### src/rtl/ifetch_queue.sv
// Instruction-fetch queue: issues sequential word fetches, buffers returned
// instructions with their PCs, and flushes everything on a redirect.
module ifetch_queue #(
   parameter int          DEPTH    = 2,
   parameter logic [31:0] RESET_PC = 32'h0000_0000
) (
   input  logic        clk,
   input  logic        rst_n,
   input  logic        redirect_valid,
   input  logic [31:0] redirect_pc,
   output logic        mem_req,
   output logic [31:0] mem_addr,
   input  logic        mem_gnt,
   input  logic        mem_rvalid,
   input  logic [31:0] mem_rdata,
   output logic        inst_valid,
   output logic [31:0] inst_data,
   output logic [31:0] inst_pc,
   input  logic        inst_ready,
   output logic        redirect_misaligned
);
   localparam int PW = $clog2(DEPTH);
   localparam int CW = PW + 1;

   typedef logic [CW-1:0] cnt_t;

   logic [31:0]      fetchPc_q, fetchPc_d;
   logic [PW-1:0]    head_q, head_d;
   logic [PW-1:0]    tail_q, tail_d;
   logic [PW-1:0]    fill_q, fill_d;
   cnt_t             count_q, count_d;
   cnt_t             outst_q, outst_d;
   cnt_t             discard_q, discard_d;
   logic [DEPTH-1:0] filled_q, filled_d;
   logic             misaligned_q, misaligned_d;
   logic [31:0]      pcMem_q   [DEPTH];
   logic [31:0]      dataMem_q [DEPTH];

   logic        grant;
   logic        pop;
   logic        dropResp;
   logic        fillResp;
   logic        anyPending;
   logic [CW:0] occupancy;

   // count_q covers every allocated slot, so in-flight fetches are not counted twice
   assign occupancy  = {1'b0, count_q} + {1'b0, discard_q};
   assign mem_req    = rst_n & ~redirect_valid & (int'(occupancy) < DEPTH);
   assign mem_addr   = fetchPc_q;
   assign grant      = mem_req & mem_gnt;
   assign pop        = inst_valid & inst_ready;
   assign anyPending = (discard_q != '0) | (outst_q != '0);
   assign dropResp   = mem_rvalid & (discard_q != '0);
   assign fillResp   = mem_rvalid & (discard_q == '0) & (outst_q != '0);

   assign inst_valid          = filled_q[head_q];
   assign inst_data           = dataMem_q[head_q];
   assign inst_pc             = pcMem_q[head_q];
   assign redirect_misaligned = misaligned_q;

   always_comb begin
      fetchPc_d    = fetchPc_q;
      head_d       = head_q;
      tail_d       = tail_q;
      fill_d       = fill_q;
      count_d      = count_q + cnt_t'(grant) - cnt_t'(pop);
      outst_d      = outst_q + cnt_t'(grant) - cnt_t'(fillResp);
      discard_d    = dropResp ? discard_q - cnt_t'(1) : discard_q;
      filled_d     = filled_q;
      misaligned_d = 1'b0;
      if (grant) begin
         tail_d    = tail_q + PW'(1);
         fetchPc_d = fetchPc_q + 32'd4;
      end
      if (fillResp) begin
         filled_d[fill_q] = 1'b1;
         fill_d           = fill_q + PW'(1);
      end
      if (pop) begin
         filled_d[head_q] = 1'b0;
         head_d           = head_q + PW'(1);
      end
      // A same-cycle response is charged against whatever is still pending
      if (redirect_valid) begin
         fetchPc_d    = {redirect_pc[31:2], 2'b00};
         head_d       = '0;
         tail_d       = '0;
         fill_d       = '0;
         count_d      = '0;
         outst_d      = '0;
         filled_d     = '0;
         discard_d    = discard_q + outst_q - cnt_t'(mem_rvalid & anyPending);
         misaligned_d = |redirect_pc[1:0];
      end
   end

   always_ff @(posedge clk) begin
      if (!rst_n) begin
         fetchPc_q    <= RESET_PC;
         head_q       <= '0;
         tail_q       <= '0;
         fill_q       <= '0;
         count_q      <= '0;
         outst_q      <= '0;
         discard_q    <= '0;
         filled_q     <= '0;
         misaligned_q <= 1'b0;
      end else begin
         fetchPc_q    <= fetchPc_d;
         head_q       <= head_d;
         tail_q       <= tail_d;
         fill_q       <= fill_d;
         count_q      <= count_d;
         outst_q      <= outst_d;
         discard_q    <= discard_d;
         filled_q     <= filled_d;
         misaligned_q <= misaligned_d;
      end
   end

   // Payload storage needs no reset; the filled bits qualify it
   always_ff @(posedge clk) begin
      if (grant) begin
         pcMem_q[tail_q] <= fetchPc_q;
      end
      if (fillResp) begin
         dataMem_q[fill_q] <= mem_rdata;
      end
   end
endmodule
### config.mk
export PLATFORM = sky130hd
export DESIGN_NAME = ifetch_queue
export DESIGN_NICKNAME = d
export VERILOG_FILES = /design/src/rtl/ifetch_queue.sv
export SDC_FILE = /design/constraint.sdc
export NUM_CORES = 1
export LEC_CHECK = 0
export CORE_MARGIN = 1.5
export CORE_UTILIZATION = 45
export CTS_CLUSTER_SIZE = 40
export DETAILED_ROUTE_END_ITERATION = 10
export GPL_ROUTABILITY_DRIVEN = 0
export GPL_TIMING_DRIVEN = 0
export HOLD_SLACK_MARGIN = 0.1
export PLACE_DENSITY = 0.8
export SKIP_CTS_REPAIR_TIMING = 1
export SLEW_MARGIN = 20
export SYNTH_ARGS = -nofsm -noshare
export SYNTH_HDL_FRONTEND = slang
export SYNTH_SLANG_ARGS = --single-unit
### constraint.sdc
create_clock -name clk -period 3.6 [get_ports clk]
set_input_delay 0.54 -clock clk [delete_from_list [all_inputs] [get_ports clk]]
set_output_delay 0.54 -clock clk [all_outputs]
set_load 0.1 [all_outputs]
==> flow_summary.yaml, run 1 <==
timing:
  fin_crit_ns: 3.405
  hold_viol: 0
  grt_setup_unrepaired: "false"
  fin_tns_setup_ns: 0
  clock_skew_ns: 0.007955
  drv_slew: 0
  tightest_slew_ns: 1.043
  maxSlewHeadroom: 0.3025
  clock.fmax_ghz: 0.2937
  setup_viol: 0
  min_period_over_period: 0.9458
routing:
  wl_um: 16180
  drt_iter0_markers: 329
  vias: 4722
  dr.pass1.iters: 5
  wl_per_cell_um: 18.41
  final_antenna_net_count: 0
  post-route-drc-count: 0
  routed_via_density: 5.372
worst_setup_path:
  reg2reg_from: "discard_q[0]$_SDFFE_PN0P_"
  critPathBufInv: 3
  worst-path-stages: 4
  critPathTopFamily: "buffers and inverters"
  slowest_stage: "dlymetal6s2s_1"
  r2r_end: "count_q[1]$_SDFF_PP0_"
  reg2reg_slack_ns: 0.35
  cp-endpoint: "inst_pc[4]"
  cp_common_cell: "clkbuf_1"
  crit_chain: "clkbuf_1 -> clkbuf_1 -> mux2_2 -> dlymetal6s2s_1"
  worst_ep_arrival_time_ns: 2.86
  cp_max_fo: 10
  path_class: "flip-flop to primary output"
  reg2reg_depth: 12
  cp-end-kind: "primary output"
  required_ns: 3.06
  worstSetupStartpointType: "flip-flop"
  max_stage_delay_ns: 0.75
floorplanning:
  core_sq_um: 15090
  io_pins: 169
  row_count: 45
  fp.dieH_um: 126.9
  die_x_um: 126.9
  start_util: 0.4577
  die-area_sq_um: 16100
run_status:
  status: "complete, no violations"
min_path:
  hold_class: "flip-flop to flip-flop"
clocking:
  clk_pin_slew_ns: 0.06
  cts.sinks: 167
  numCtsBuffers: 17
  htreeDepth: 4
  clkLatencyLatePin_ns: 0.42
  clockBufferDepth: 2
  cts_tree: "done"
  cts_root_buf: "clkbuf_16"
cells_and_area:
  final_nets: 755
  syn_to_final_growth_pct: 40.82
  finalInstanceArea_sq_um: 9726
  layout_common_cells: "edfxtp_1 (124), clkdlybuf4s50_1 (102), mux2_2 (63)"
  layout_commonest_cell: "edfxtp_1"
  layout-drive-gt1-share: 0.1725
power:
  power.density_nw_per_um2: 510.2
  ir_drop_v: 0.0002923
  leakage_nw: 3.843
global_routing:
  grt_start_max_net_pins: 21
  grt_pass1_wl_um: 24990
  antenna_found_initial: 1
  grt_pass1_vias: 4737
  overflow: 0
  grt_usage: 0.2045
job:
  drv_cap: 0
logic_synthesis:
  yosys_warnings: 0
  synth_flop_cell: "edfxtp_1"
  synth_area_sq_um: 6907
  synth_edf_count: 124
  postSynth.asyncResetShare: 0
  synth_top_cell_area_share: 0.5391
  yosys-top-cells-area: "edfxtp_1 (54%), dfxtp_1 (12%), mux2_2 (10%)"
  avgSynthCellArea_sq_um: 14.12
  synthCells: 489
  synth-seq-area-share: 0.6638
  yosysUniqueCellTypes: 47
  ys_ff_latch: 167
  yosysTopAreaCell: "edfxtp_1"
place:
  place_hpwl_um: 11710
  placed_cell_area_sq_um: 8914
  io_buffers: 162
## cells in the mapped netlist, types with 7 or more instances
library cell	instances
xnor2_1	17
nand4_1	15
mux2_2	63
xor2_1	18
ha_1	7
edfxtp_1	124
inv_1	8
a21oi_1	22
o21ai_0	32
and2_1	12
dfxtp_1	43
nor2_1	14
nand3_1	8
clkbuf_1	19
nand2_1	24
## final cells by class
| class | count | area, sq um |
|---|---|---|
| inverters | 8 | 30.03 |
| clock inverters | 13 | 216.5 |
| flip-flops and latches | 167 | 4584 |
| fillers | 1132 | 5364 |
| well taps | 188 | 235.2 |
| clock buffers | 19 | 442.9 |
| repair buffers | 166 | 1882 |
| multi-input cells | 291 | 2217 |
| diodes | 1 | 2.502 |
| plain buffers | 26 | 115.1 |
## cells by family after synthesis
family / after synthesis / share of synthesized area
AND/OR/NAND/NOR: 113 / 0.09674
other: 1 / 0.0005430
flip-flops: 167 / 0.6638
adder cells (fa/ha/maj): 8 / 0.01558
XOR/XNOR: 35 / 0.04438
AO/OA/AOI/OAI: 68 / 0.05526
buffers and inverters: 34 / 0.02101
multiplexers: 63 / 0.1027
## layer usage
layer,share of wire,track usage,vias up
li1,-,-,2203
met1,0.41,0.2491,2320
met2,0.51,0.3456,169
met3,0.050,0.04471,30
met4,0.031,0.1003,0
met5,0,0,-
## worst min-delay path: cells and delay by family, from the launching register on
| kind | cells | cell delay [ns] |
|---|---|---|
| flip-flops | 1 | 0.32 |
| AND/OR/NAND/NOR | 2 | 0.14 |
## state kept, by name, indices dropped and copies added (netlist names), named ones only
register / flops
count_q: 2
dataMem_q: 64
pcMem_q: 60
head_q: 1
tail_q: 1
mem_addr: 30
discard_q: 2
filled_q: 2
redirect_misaligned: 1
outst_q: 2
fill_q: 1
## metrics by stage
stage | hold slack [ns] | utilization | total power, mW | setup slack [ns] | std cells
floorplan | 0.4735 | - | 2.753 | 0.09057 | 492
global placement | 0.4846 | 0.5818 | 2.973 | -1.034 | 842
detailed placement | 0.4935 | 0.5907 | 3.003 | 0.2279 | 846
CTS | 0.5030 | 0.6344 | 5.001 | -0.3072 | 878
global route | 0.5193 | 0.6445 | 5.114 | 0.05716 | 879
finish | 0.5033 | 0.6445 | 4.962 | 0.1950 | 879
## how the worst min path moves through the flow
stage	slack (ns)	cells after the start	to	startpoint
final	0.50	2	filled_q[1]$_SDFF_PP0_	filled_q[1]$_SDFF_PP0_
after CTS	0.50	2	filled_q[1]$_SDFF_PP0_	filled_q[1]$_SDFF_PP0_
after floorplan	0.47	2	filled_q[1]$_SDFF_PP0_	filled_q[1]$_SDFF_PP0_
after detailed placement	0.49	2	filled_q[1]$_SDFF_PP0_	filled_q[1]$_SDFF_PP0_
after global routing	0.52	2	filled_q[1]$_SDFF_PP0_	filled_q[1]$_SDFF_PP0_
after global placement	0.48	2	filled_q[1]$_SDFF_PP0_	filled_q[1]$_SDFF_PP0_
## power by group
part | switching, mW | leakage, nW | internal, mW
Clock | 0.740 | 0.323 | 1.26
Combinational | 0.528 | 2.03 | 0.236
Sequential | 0.0641 | 1.49 | 2.13
No activity file was read; power rests on OpenSTA's default activity.
==> run 2: changes to the inputs <==
--- a/config.mk
+++ b/config.mk
@@ -5,6 +5,7 @@
 export SDC_FILE = /design/constraint.sdc
 export NUM_CORES = 1
 export LEC_CHECK = 0
+export CAP_MARGIN = 20
 export CORE_MARGIN = 1.5
 export CORE_UTILIZATION = 45
 export CTS_CLUSTER_SIZE = 40
==> results of run 2 <==
Same layout as run 1: the final DEF is identical, and so are final timing and power.
==> run 3: changes to the inputs <==
--- a/config.mk
+++ b/config.mk
@@ -8,7 +8,6 @@
 export CAP_MARGIN = 20
 export CORE_MARGIN = 1.5
 export CORE_UTILIZATION = 45
-export CTS_CLUSTER_SIZE = 40
 export DETAILED_ROUTE_END_ITERATION = 10
 export GPL_ROUTABILITY_DRIVEN = 0
 export GPL_TIMING_DRIVEN = 0
==> constraint.sdc (replaced) <==
create_clock -name clk -period 2.9 [get_ports clk]
set_input_delay 0.435 -clock clk [delete_from_list [all_inputs] [get_ports clk]]
set_output_delay 0.435 -clock clk [all_outputs]
set_load 0.1 [all_outputs]
==> run 3 against run 2 <==
Clock skew increased by 0.0013 ns. First-iteration DRC count is 12% lower. Critical path depth is 8 higher. Final area decreased by 4.3%. Worst setup slack got worse by 0.16 ns. Via count rose by 0.19%. Combinational power is 26% higher. Global-route usage is 0.47 points lower. Largest cell class unchanged. Flip-flop and latch count unchanged. Highest routed layer unchanged.
==> flow_summary.yaml, run 3 (synthesis gave the netlist of run 1 again) <==
timing:
  min_period_over_period: 0.9891
  finalWorstSetupSlack_ns: 0.03148
  hold_viol: 0
  drv_slew: 0
  tightest_slew_ns: 1.032
  maxSlewHeadroom: 0.3097
  clock.fmax_ghz: 0.3486
  fin_crit_ns: 2.869
  setup_viol: 0
  clock_skew_ns: 0.009263
floorplanning:
  start_util: 0.4577
  fp.dieH_um: 126.9
  core_sq_um: 15090
  die-area_sq_um: 16100
  die_x_um: 126.9
  row_count: 45
  io_pins: 169
worst_setup_path:
  slowest_stage: "fa_2"
  crit_chain: "and2_4 -> fa_2 -> or3b_1 -> buf_6 -> nor2_4 -> clkinvlp_4 -> ha_4 -> inv_1 -> ha_1 -> xor2_1 -> xnor2_1 -> nor2_1"
  worst_ep_arrival_time_ns: 3.16
  cp-end-kind: "flip-flop"
  worstSetupStartpointType: "flip-flop"
  max_stage_delay_ns: 0.51
  reg2reg_slack_ns: 0.03
  path_class: "flip-flop to flip-flop"
  required_ns: 3.19
  cp_max_fo: 5
cells_and_area:
  syn_to_final_growth_pct: 34.76
  layout_commonest_cell: "edfxtp_1"
  largest_register_ffs: 64
  finish.utilization: 0.6168
  top_register: "dataMem_q"
  multi_input_area_sq_um: 2260
  final_nets: 766
  layout-drive-gt1-share: 0.2810
  fillCellCount: 1171
  layout_common_cells: "edfxtp_1 (124), clkdlybuf4s50_1 (99), clkbuf_2 (67)"
  diodes: 0
  regArea_sq_um: 4587
power:
  power.density_nw_per_um2: 633.6
  leakage_nw: 3.324
  ir_drop_v: 0.0004387
clocking:
  clockBufferDepth: 2
  cts_root_buf: "clkbuf_16"
  cts.sinks: 167
  clkLatencyLatePin_ns: 0.43
  cts_tree: "done"
  htreeDepth: 4
  clk_pin_slew_ns: 0.06
  numCtsBuffers: 17
routing:
  routed_via_density: 5.322
  dr.pass1.iters: 5
  post-route-drc-count: 0
  wl_per_cell_um: 18.30
  vias: 4731
  wl_um: 16270
  drt_iter0_markers: 291
  final_antenna_net_count: 0
place:
  place_hpwl_um: 11190
  place_ws_ns: -0.4963
  io_buffers: 162
job:
  drv_cap: 0
global_routing:
  grt_pass1_vias: 4692
  grt_usage: 0.1998
  grt_pass1_wl_um: 24180
  overflow: 0
  antenna_found_initial: 0
  grt_start_max_net_pins: 31
min_path:
  hold_class: "input pin to flip-flop"
run_status:
  status: "complete, no violations"
==> run 3: per-stage QoR <==
| step | instances | instance area, sq um | setup TNS, ns | hold slack (ns) | power, mW |
|---|---|---|---|---|---|
| after floorplan | 492 | 6930 | 0 | 0.4735 | 3.419 |
| final | 889 | 9308 | 0 | 0.4707 | 5.897 |
| after detailed placement | 844 | 8859 | -27.61 | 0.4993 | 3.714 |
| after global routing | 889 | 9308 | -0.07268 | 0.4860 | 6.073 |
| after global placement | 842 | 8787 | -95.20 | 0.4845 | 3.690 |
| after CTS | 876 | 9430 | -56.75 | 0.4405 | 5.897 |
==> run 3: area by class of cell <==
type,instances,area share
timing repair buffer,176,0.1602
clock buffer,21,0.04732
buffer,26,0.01385
sequential,167,0.4928
inverter,8,0.003630
multi-input combinational,292,0.2428
clock inverter,11,0.01411
tap,188,0.02527
==> run 3: path summary, 6_finish.rpt <==
kind,start,endpoint,depth (start not counted)
worst min-delay path,rst_n,mem_addr[13]$_SDFFE_PN0P_,3
worst min register to register,filled_q[1]$_SDFF_PP0_,filled_q[1]$_SDFF_PP0_,2
worst max-delay path,count_q[0]$_SDFF_PP0_,count_q[1]$_SDFF_PP0_,12
worst max register to register,count_q[0]$_SDFF_PP0_,count_q[1]$_SDFF_PP0_,12
==> run 3: where the power goes <==
| group | total [mW] | switching (mW) | internal (mW) |
|---|---|---|---|
| clock network | 2.20 | 0.864 | 1.34 |
| logic | 0.964 | 0.668 | 0.296 |
| registers | 2.73 | 0.0818 | 2.65 |
==> run 3: metal layers <==
layer | GRT usage | up-vias | part of all wire
li1 | - | 2212 | -
met1 | 0.2368 | 2305 | 0.40
met2 | 0.3347 | 171 | 0.50
met3 | 0.04808 | 43 | 0.057
met4 | 0.1130 | 0 | 0.040
met5 | 0 | - | 0
==> run 3: critical path: cells and delay by family (launching register included) <==
kind	cells	cell delay (ns)
fa+ha+maj	3	0.96
buf+inv	3	0.35
xor+xnor	2	0.32
simple gates	4	0.78
flops	1	0.32
